**config.mk**
```make
export PLATFORM = sky130hd
export DESIGN_NAME = store_buffer
export DESIGN_NICKNAME = d
export VERILOG_FILES = /design/src/rtl/store_buffer.sv
export SDC_FILE = /design/constraint.sdc
export NUM_CORES = 1
export LEC_CHECK = 0
export BUFFER_PORTS_ARGS = -buffer_cell sky130_fd_sc_hd__buf_2
export CAP_MARGIN = 10
export CORE_UTILIZATION = 54
export DETAILED_ROUTE_END_ITERATION = 8
export GPL_TIMING_DRIVEN = 1
export PLACE_DENSITY = 0.77
export SYNTH_ARGS = -nofsm -noshare
export SYNTH_HDL_FRONTEND = slang
export SYNTH_SLANG_ARGS = --single-unit
```
**constraint.sdc**
```tcl
create_clock -name clk -period 2.9 [get_ports clk]
set_clock_uncertainty 0.1 [all_clocks]
set_input_delay 0 -clock clk [delete_from_list [all_inputs] [get_ports clk]]
set_output_delay 0 -clock clk [all_outputs]
set_load 0.02 [all_outputs]
```
**src/rtl/store_buffer.sv**
```systemverilog
// In-order store FIFO draining one registered memory write per cycle, with
// combinational store-to-load forwarding over pending entries and the output register.
module store_buffer #(
    parameter int DATA_BIT_WIDTH = 32,
    parameter int DMEMADDRBITS   = 13,
    parameter int DMEMWORDBITS   = 2,
    parameter int DEPTH          = 4
) (
    input  logic                         clk,
    input  logic                         reset,
    input  logic                         stValid,
    input  logic [DATA_BIT_WIDTH-1:0]    stAddr,
    input  logic [DATA_BIT_WIDTH-1:0]    stData,
    output logic                         stReady,
    input  logic                         drainEn,
    output logic                         isWrRegMem,
    output logic [DATA_BIT_WIDTH-1:0]    memAddr,
    output logic [DATA_BIT_WIDTH-1:0]    memData,
    input  logic [DATA_BIT_WIDTH-1:0]    ldAddr,
    output logic                         ldHit,
    output logic [DATA_BIT_WIDTH-1:0]    ldData,
    output logic [$clog2(DEPTH+1)-1:0]   count,
    output logic                         empty
);

    localparam int PW = $clog2(DEPTH);
    localparam int CW = $clog2(DEPTH + 1);
    localparam logic [CW-1:0] DEPTH_C = CW'(DEPTH);

    typedef struct packed {
        logic [DATA_BIT_WIDTH-1:0] addr;
        logic [DATA_BIT_WIDTH-1:0] data;
    } entry_t;

    entry_t            ent [DEPTH];
    logic [PW-1:0]     head;
    logic [PW-1:0]     tail;
    logic [CW-1:0]     cnt;
    logic              wr_vld;
    logic [DATA_BIT_WIDTH-1:0] wr_addr;
    logic [DATA_BIT_WIDTH-1:0] wr_data;

    logic enq;
    logic deq;

    assign stReady = !reset && (cnt < DEPTH_C);
    assign enq     = stValid && stReady;
    assign deq     = (cnt != '0) && drainEn;

    assign count      = cnt;
    assign isWrRegMem = wr_vld;
    assign memAddr    = wr_addr;
    assign memData    = wr_data;
    assign empty      = (cnt == '0) && !wr_vld;

    // Entry storage carries no reset; occupancy is tracked solely by cnt.
    always_ff @(posedge clk) begin
        if (enq) begin
            ent[tail] <= '{addr: stAddr, data: stData};
        end
    end

    always_ff @(posedge clk) begin
        if (reset) begin
            head    <= '0;
            tail    <= '0;
            cnt     <= '0;
            wr_vld  <= 1'b0;
            wr_addr <= '0;
            wr_data <= '0;
        end else begin
            if (enq) begin
                tail <= tail + PW'(1);
            end
            if (deq) begin
                head    <= head + PW'(1);
                wr_vld  <= 1'b1;
                wr_addr <= ent[head].addr;
                wr_data <= ent[head].data;
            end else begin
                wr_vld  <= 1'b0;
            end
            case ({enq, deq})
                2'b10:   cnt <= cnt + CW'(1);
                2'b01:   cnt <= cnt - CW'(1);
                default: cnt <= cnt;
            endcase
        end
    end

    // Forwarding scans oldest to youngest so the last match wins; the
    // output register is older than anything still in the FIFO.
    logic [DMEMADDRBITS-DMEMWORDBITS-1:0] ld_word;
    logic [PW-1:0]                        scan_idx;
    logic                                 hit;
    logic [DATA_BIT_WIDTH-1:0]            fwd_data;

    assign ld_word = ldAddr[DMEMADDRBITS-1:DMEMWORDBITS];

    always_comb begin
        hit      = 1'b0;
        fwd_data = '0;
        scan_idx = '0;
        if (wr_vld && (wr_addr[DMEMADDRBITS-1:DMEMWORDBITS] == ld_word)) begin
            hit      = 1'b1;
            fwd_data = wr_data;
        end
        for (int i = 0; i < DEPTH; i++) begin
            scan_idx = head + PW'(i);
            if ((CW'(i) < cnt) &&
                (ent[scan_idx].addr[DMEMADDRBITS-1:DMEMWORDBITS] == ld_word)) begin
                hit      = 1'b1;
                fwd_data = ent[scan_idx].data;
            end
        end
    end

    assign ldHit  = hit;
    assign ldData = fwd_data;

    logic unused_ld_bits;
    assign unused_ld_bits = ^{ldAddr[DATA_BIT_WIDTH-1:DMEMADDRBITS], ldAddr[DMEMWORDBITS-1:0]};

endmodule

```
==> out/qor.csv, run 1 <==
metric,value,unit
ranking of synthesized cells by area,"edfxtp_1 (43%), mux4_2 (22%), dfxtp_1 (8.4%), a21oi_2 (3.0%), nand2_1 (2.9%)",
CTS root buf,clkbuf_16,
# DRC,0,
Final Hold Vio Count,0,
"non-filler cells, final",1981,
syn nets,1338,
predominant post-synthesis flop cell,edfxtp_1,
Hold Path Class,input port to flip-flop,
final instance area,22100,sq um
Via density,6.38,
critical path class,flip-flop to primary output,
CTS tree,done,
Num Clock Sinks,330,
CTS H-tree lvls,2,
"CP delay by family, top",simple AND/OR/NAND/NOR gates,
RSZ-0062 raised after global routing,yes,
pin count of the biggest net entering global routing,98,
die height,183,um
Cells on Worst Hold Path,2,
met2 usage,0.493,
Crit path largest cell delay,0.55,ns
sequential area share after synthesis,0.518,
CP Capture Type,primary output,
routability cong.,0.845,
actual slew at the worst max-slew pin,1.01,ns
drt pass-1 iters,5,
crit-path max FO,16,
Relative slew margins,0.328,
power per cell area,730,nW/um^2
GR Layer Usage met3,0.0550,
WP depth,10,
Synth top area share,0.434,
synth unique cells,53,
"Top cell by count, worst path",buf_12,
Reg2Reg Setup Slack,0.58,ns
Routed WL,47.9,mm
Worst VDD drop,0.576,mV
vias in the first global route,12800,
setup violators final,33,
FP Rows,65,
"FF+latch count, synth",330,
Final nets,1626,
Pins Over Slew Limit,0,
Buffers & Inverters on Critical Path,3,
Max Clk Rate,280,MHz
r2r endpoint,memAddr[30]$_SDFFE_PP0P_,
WL per Instance,24.2,um
reg2reg start,count[0]$_SDFFE_PP0P_,
critical path launch point type,flip-flop,
"Avg Cell Area, Syn",14.4,sq um
Syn-to-layout area delta,24.7,%
first-pass GRT wire length,73.3,mm
"FFs w/ async S/R, synth",0,
GRT met1 Usage,0.372,
Clock Latency Late Sink,0.55,ns
Die Wd,183,um
# IOs,203,
biggest area consumer among synthesized cells,edfxtp_1,
CP arrival,3.48,ns
gr usage total,0.289,
port bufs,181,
MaxCap Viol Count,0,
Post-Syn Area,17700,sq um
Worst Min Path Start,stAddr[24],
1st-iter DRT viols,1249,
Initial Util,0.556,
"Cell Area, Placed",19700,sq um
deepest clock path buffer count,3,
critical path required time,2.80,ns
Core ar.,31900,sq um
setup ws final,-0.677,ns
Clock transition at path regs,0.07,ns
run status,finished with violations,
DP Cell Count,1829,
initial antenna violation count,3,
Reg2Reg Depth,7,
Vias,12600,
gr busiest metal,met2,
Final Critical Period,3.58,ns
post-synthesis cell count,1229,
Final ANT Viol Nets,0,
period utilization,1.23,
die area,33500,sq um
layout cells sized above 1,0.426,
Worst Hold Path EP,ent[2][56]$_DFFE_PP_,
"EDFF count, synth",256,
CP Cell Sequence,buf_12 -> mux4_2 -> xor2_1 -> or4_4 -> nor2_4 -> buf_12 -> a32oi_1 -> a221o_2 -> a21oi_4 -> buf_6,
crit path max-delay cell type,or4_4,
failing checks,negative setup slack,
Syn. warnings,0,
total clock buffers created by CTS,36,
static leakage,7.48,nW
hold slack,0.104,ns
GRT overflow,0,
dpl hpwl,28.6,mm
-- layout by cell type (no fill, tap or decap), types with 6 or more instances in the layout --
cell           instances
nor2_1                44
buf_12                31
ha_1                   9
clkinv_2               7
a21oi_2               53
a21oi_1               74
dlygate4sd3_1         68
nand2_1              134
nand4_1                6
nand3_1               24
xor2_1                18
inv_1                 39
a221o_2               28
mux4_2               176
buf_2                148
xnor2_1               35
buf_6                 24
a32oi_1               33
edfxtp_1             256
buf_4                 88
dfxtp_1               70
mux2i_1               29
nand3_2               13
clkbuf_1               7
a21oi_4                9
clkbuf_16             37
-- synth_stat cells, drive strengths merged (4+ instances only) --
cell type,number
buf,59
nor2,45
inv,40
clkbuf,54
o22ai,4
xnor2,40
o21ai,6
a21oi,136
nand3,37
edfxtp,256
a221o,32
nor4,4
dfxtp,74
ha,9
nand4,6
mux4,176
and3,6
mux2i,30
nand2,135
a32oi,33
xor2,18
-- repair_timing --
action / 4_1_cts / 5_1_grt
setup endpoints to repair: 33 / 33
buffers inserted: 12 / 2
hold buffers: 68 / 0
pin swaps: 5 / 2
gates resized for setup: 59 / 22
endpoints found under the hold margin: 303 / 0
cloned: 3 / 1
-- stage by stage --
step	power (W)	setup TNS (ns)	util	setup slack [ns]
6_report	0.0161	-20.21	0.693	-0.677
2_1_floorplan	0.00996	0	-	0.0860
5_1_grt	0.0168	-22.91	0.693	-0.735
4_1_cts	0.0161	-20.55	0.688	-0.661
3_3_place_gp	0.0113	-3.98	0.617	-0.209
3_5_place_dp	0.0114	-5.97	0.617	-0.258
-- per-layer routing --
metal  vias to the layer above  wire (um)
li1                       5455          -
met1                      6358      18000
met5                         -          0
met4                         0       1390
met2                       711      24000
met3                       107       4440
-- cell type report --
class,instances,area (sq um)
Antenna cell,3,7.51
Inverter,41,154
Sequential cell,330,9180
Clock buffer,48,996
Tap cell,435,544
Clock inverter,16,165
Timing Repair Buffer,363,3080
Fill cell,2135,9800
Multi-Input combinational cell,745,7950
-- worst reg2reg max path: stages (launching register included) --
cell      delay, ns
dfxtp_1        0.44
inv_1          0.16
ha_1           0.16
nand2b_1       0.12
nand2_2        0.12
buf_4          0.66
nand2_1        0.23
a21oi_1        0.24
-- kinds of logic after synthesis --
group                      share of synthesized area
xor gates and xnor gates                      0.0287
muxes                                          0.243
buffers and inverters                         0.0437
AOI/OAI and AO/OA                             0.0971
DFF                                            0.518
adders and majority gates                    0.00636
and+or+nand+nor                               0.0640
-- registers in the layout, indices dropped and copies added, names as in the netlist, named ones only --
register and count:
count 3, memData 32, head 2, isWrRegMem 1
ent 256, tail 2, memAddr 32
-- power by group --
part | total (W) | internal [W] | switching, W
logic | 0.00572 | 0.00276 | 0.00296
clock network | 0.00449 | 0.00255 | 0.00195
registers | 0.00592 | 0.00555 | 0.000364
total | 0.0161 | 0.0109 | 0.00527
-- how the worst max path moves through the flow --
stage,slack [ns],start,endpoint
3_5_place_dp,-0.26,flip-flop,ldData[31]
4_1_cts,-0.66,head[0]$_SDFFE_PP0P_,ldData[2]
5_1_grt,-0.73,flip-flop,ldData[6]
2_1_floorplan,0.09,head[0]$_SDFFE_PP0P_,ldData[0]
3_3_place_gp,-0.21,flip-flop,ldData[31]
6_report,-0.68,flip-flop,ldData[6]
(Power assumes the default switching activity.)
==> inputs of run 2 (changes only) <==
==> constraint.sdc (replaced) <==
create_clock -name clk -period 2.9 [get_ports clk]
set_clock_uncertainty 0.1 [all_clocks]
set_input_delay 0.87 -clock clk [delete_from_list [all_inputs] [get_ports clk]]
set_output_delay 0.87 -clock clk [all_outputs]
set_load 0.02 [all_outputs]
==> run 2 against run 1 <==
Against the previous run:
- the run still ends with negative setup slack left
- first-iteration DRC count is 9.0% lower
- hold slack gained 0.25 ns
- utilization up 0.52 points
- cell area rose by 0.75%
==> out/qor.csv, run 2 (synthesized netlist as in run 1, its figures left out) <==
metric,value,unit,change
Core ar.,31900,sq um,unchanged
drt pass-1 iters,6,,+1
CTS H-tree lvls,2,,unchanged
power per cell area,750,nW/um^2,+2.6%
routability cong.,0.919,,+8.7%
period utilization,1.55,,+0.315
die height,183,um,unchanged
total clock buffers created by CTS,36,,unchanged
critical path required time,1.93,ns,-0.87 ns
"most common cell after layout, fill and taps aside",edfxtp_1,,
CTS tree,done,,
Post-Place Worst Slack,-1.27,ns,-1.01 ns
CP arrival,3.52,ns,+0.04 ns
layout cells sized above 1,0.474,,+0.0476
sw frac,0.316,,-0.0107
WL per Instance,24.1,um,-0.16%
Reg2Reg Setup Slack,0.67,ns,+0.09 ns
Syn-to-layout area delta,25.6,%,
RSZ-0062 raised after global routing,yes,,
Final Hold Vio Count,0,,unchanged
Num Clock Sinks,330,,unchanged
Clock Latency Late Sink,0.53,ns,-0.02 ns
crit-path max FO,8,,-8
Die Wd,183,um,unchanged
# DRC,0,,unchanged
Worst VDD drop,0.591,mV,+2.6%
FP Rows,65,,unchanged
CP Capture Type,primary output,,
Initial Util,0.556,,unchanged
deepest clock path buffer count,3,,unchanged
most frequent cells in the layout,"edfxtp_1 (256), mux4_2 (176), buf_2 (147)",,
Vias,12600,,-0.071%
clock power share,0.293,,+0.014
failing checks,negative setup slack,,
Tot Pwr,0.0167,W,+3.4%
setup violators final,33,,unchanged
run status,finished with violations,,
Hold Path Class,flip-flop to flip-flop,,
Via density,6.39,,+0.18%
Biggest register,ent,,
static leakage,7.61,nW,+1.7%
port bufs,181,,unchanged
Cells on Worst Hold Path,2,,unchanged
hold slack,0.351,ns,+0.247 ns
Sequential cell area,9180,sq um,unchanged
Routed WL,47.7,mm,-0.42%
die area,33500,sq um,unchanged
Reg2Reg Depth,7,,unchanged
critical path launch point type,flip-flop,,
multi-input logic area,8190,sq um,+2.9%
GRT overflow,0,,unchanged
MaxCap Viol Count,0,,unchanged
dpl hpwl,29.3,mm,+2.3%
critical path class,flip-flop to primary output,,
Int Pwr,0.0114,W,+5.0%
Clock transition at path regs,0.06,ns,about the same
Final nets,1619,,-0.43%
setup ws final,-1.59,ns,-0.915 ns
Pins Over Slew Limit,0,,unchanged
CTS root buf,clkbuf_16,,
Hold Buf Count CTS,0,,-100%
Final Critical Period,4.49,ns,+0.915 ns
initial antenna violation count,7,,+4
Relative slew margins,0.298,,-0.0298
Reg power frac,0.355,,-0.012
Max Clk Rate,223,MHz,-20%
vias in the first global route,13100,,+2.2%
Net Sw Power,0.00527,W,about the same
Final ANT Viol Nets,0,,unchanged
Gate power share,0.352,,-0.003
max FFs per register,256,,unchanged
filler instances,2122,,-0.61%
pin count of the biggest net entering global routing,74,,-24%
# IOs,203,,unchanged
gr usage total,0.288,,-0.000636
1st-iter DRT viols,1136,,-9.0%
actual slew at the worst max-slew pin,1.05,ns,+0.0447 ns
first-pass GRT wire length,73.3,mm,about the same
==> run 2: changes by cell type in the layout (fill, tap and decap cells not counted), moves of 4 or more <==
cell and delta:
dlygate4sd3_1 -68, clkinv_2 -4, buf_4 +46, clkinv_1 +4, a21oi_2 -21, bufinv_16 +6, a21oi_4 +21, buf_6 +16
==> run 2: what timing repair did <==
action,in CTS,in global routing
cloned,2,4
setup buffers,7,3
pin swaps,24,5
setup endpoints to repair,33,33
resized for setup,82,17
==> run 2: power by group through the flow <==
stage	Clock, W	Sequential [W]	Combinational [W]
detailed placement	0	0.00601	0.00564
global route	0.00514	0.00596	0.00628
floorplan	0	0.00619	0.00381
global placement	0	0.00599	0.00555
finish	0.00489	0.00592	0.00588
CTS	0.00495	0.00591	0.00581
==> run 2: cell type report <==
cell class,count,area share
Multi-Input combinational cell,745,0.368
Clock inverter,22,0.0142
Sequential cell,330,0.413
Clock buffer,44,0.0427
Timing Repair Buffer,356,0.131
Inverter,41,0.00692
Tap cell,435,0.0245
Antenna cell,3,0.000337
==> run 2: per-stage QoR <==
step                      cells  utilization  cell area, sq um  setup TNS, ns
after floorplan            1229            -             18100         -23.30
after global placement     1891        0.639             20400         -37.72
after detailed placement   1891        0.639             20400         -38.42
after CTS                  1966        0.693             22100         -49.68
after global routing       1976        0.698             22300         -52.55
final                      1976        0.698             22300         -50.63
==> run 2: final timing paths <==
kind                            start                  endpoint
max              head[0]$_SDFFE_PP0P_                ldData[26]
min          memAddr[14]$_SDFFE_PP0P_  memAddr[14]$_SDFFE_PP0P_
max reg2reg     count[2]$_SDFFE_PP0P_     count[2]$_SDFFE_PP0P_
min reg2reg  memAddr[14]$_SDFFE_PP0P_  memAddr[14]$_SDFFE_PP0P_
==> run 2: critical path, cell delays in order (launching register included) <==
cell	delay, ns
dfxtp_4	0.45
buf_12	0.14
mux4_2	0.53
xnor2_2	0.16
nand4_1	0.23
a2111oi_4	0.27
buf_6	0.21
clkbuf_16	0.17
a32oi_1	0.06
a221o_2	0.43
a21oi_4	0.19
buf_6	0.14
==> run 2: layer usage <==
layer,vias up,global-route usage,wire length (um)
met4,6,0.125,1580
met2,702,0.487,24100
met3,135,0.0586,4120
met1,6342,0.362,17800
li1,5437,-,-
met5,-,0,38
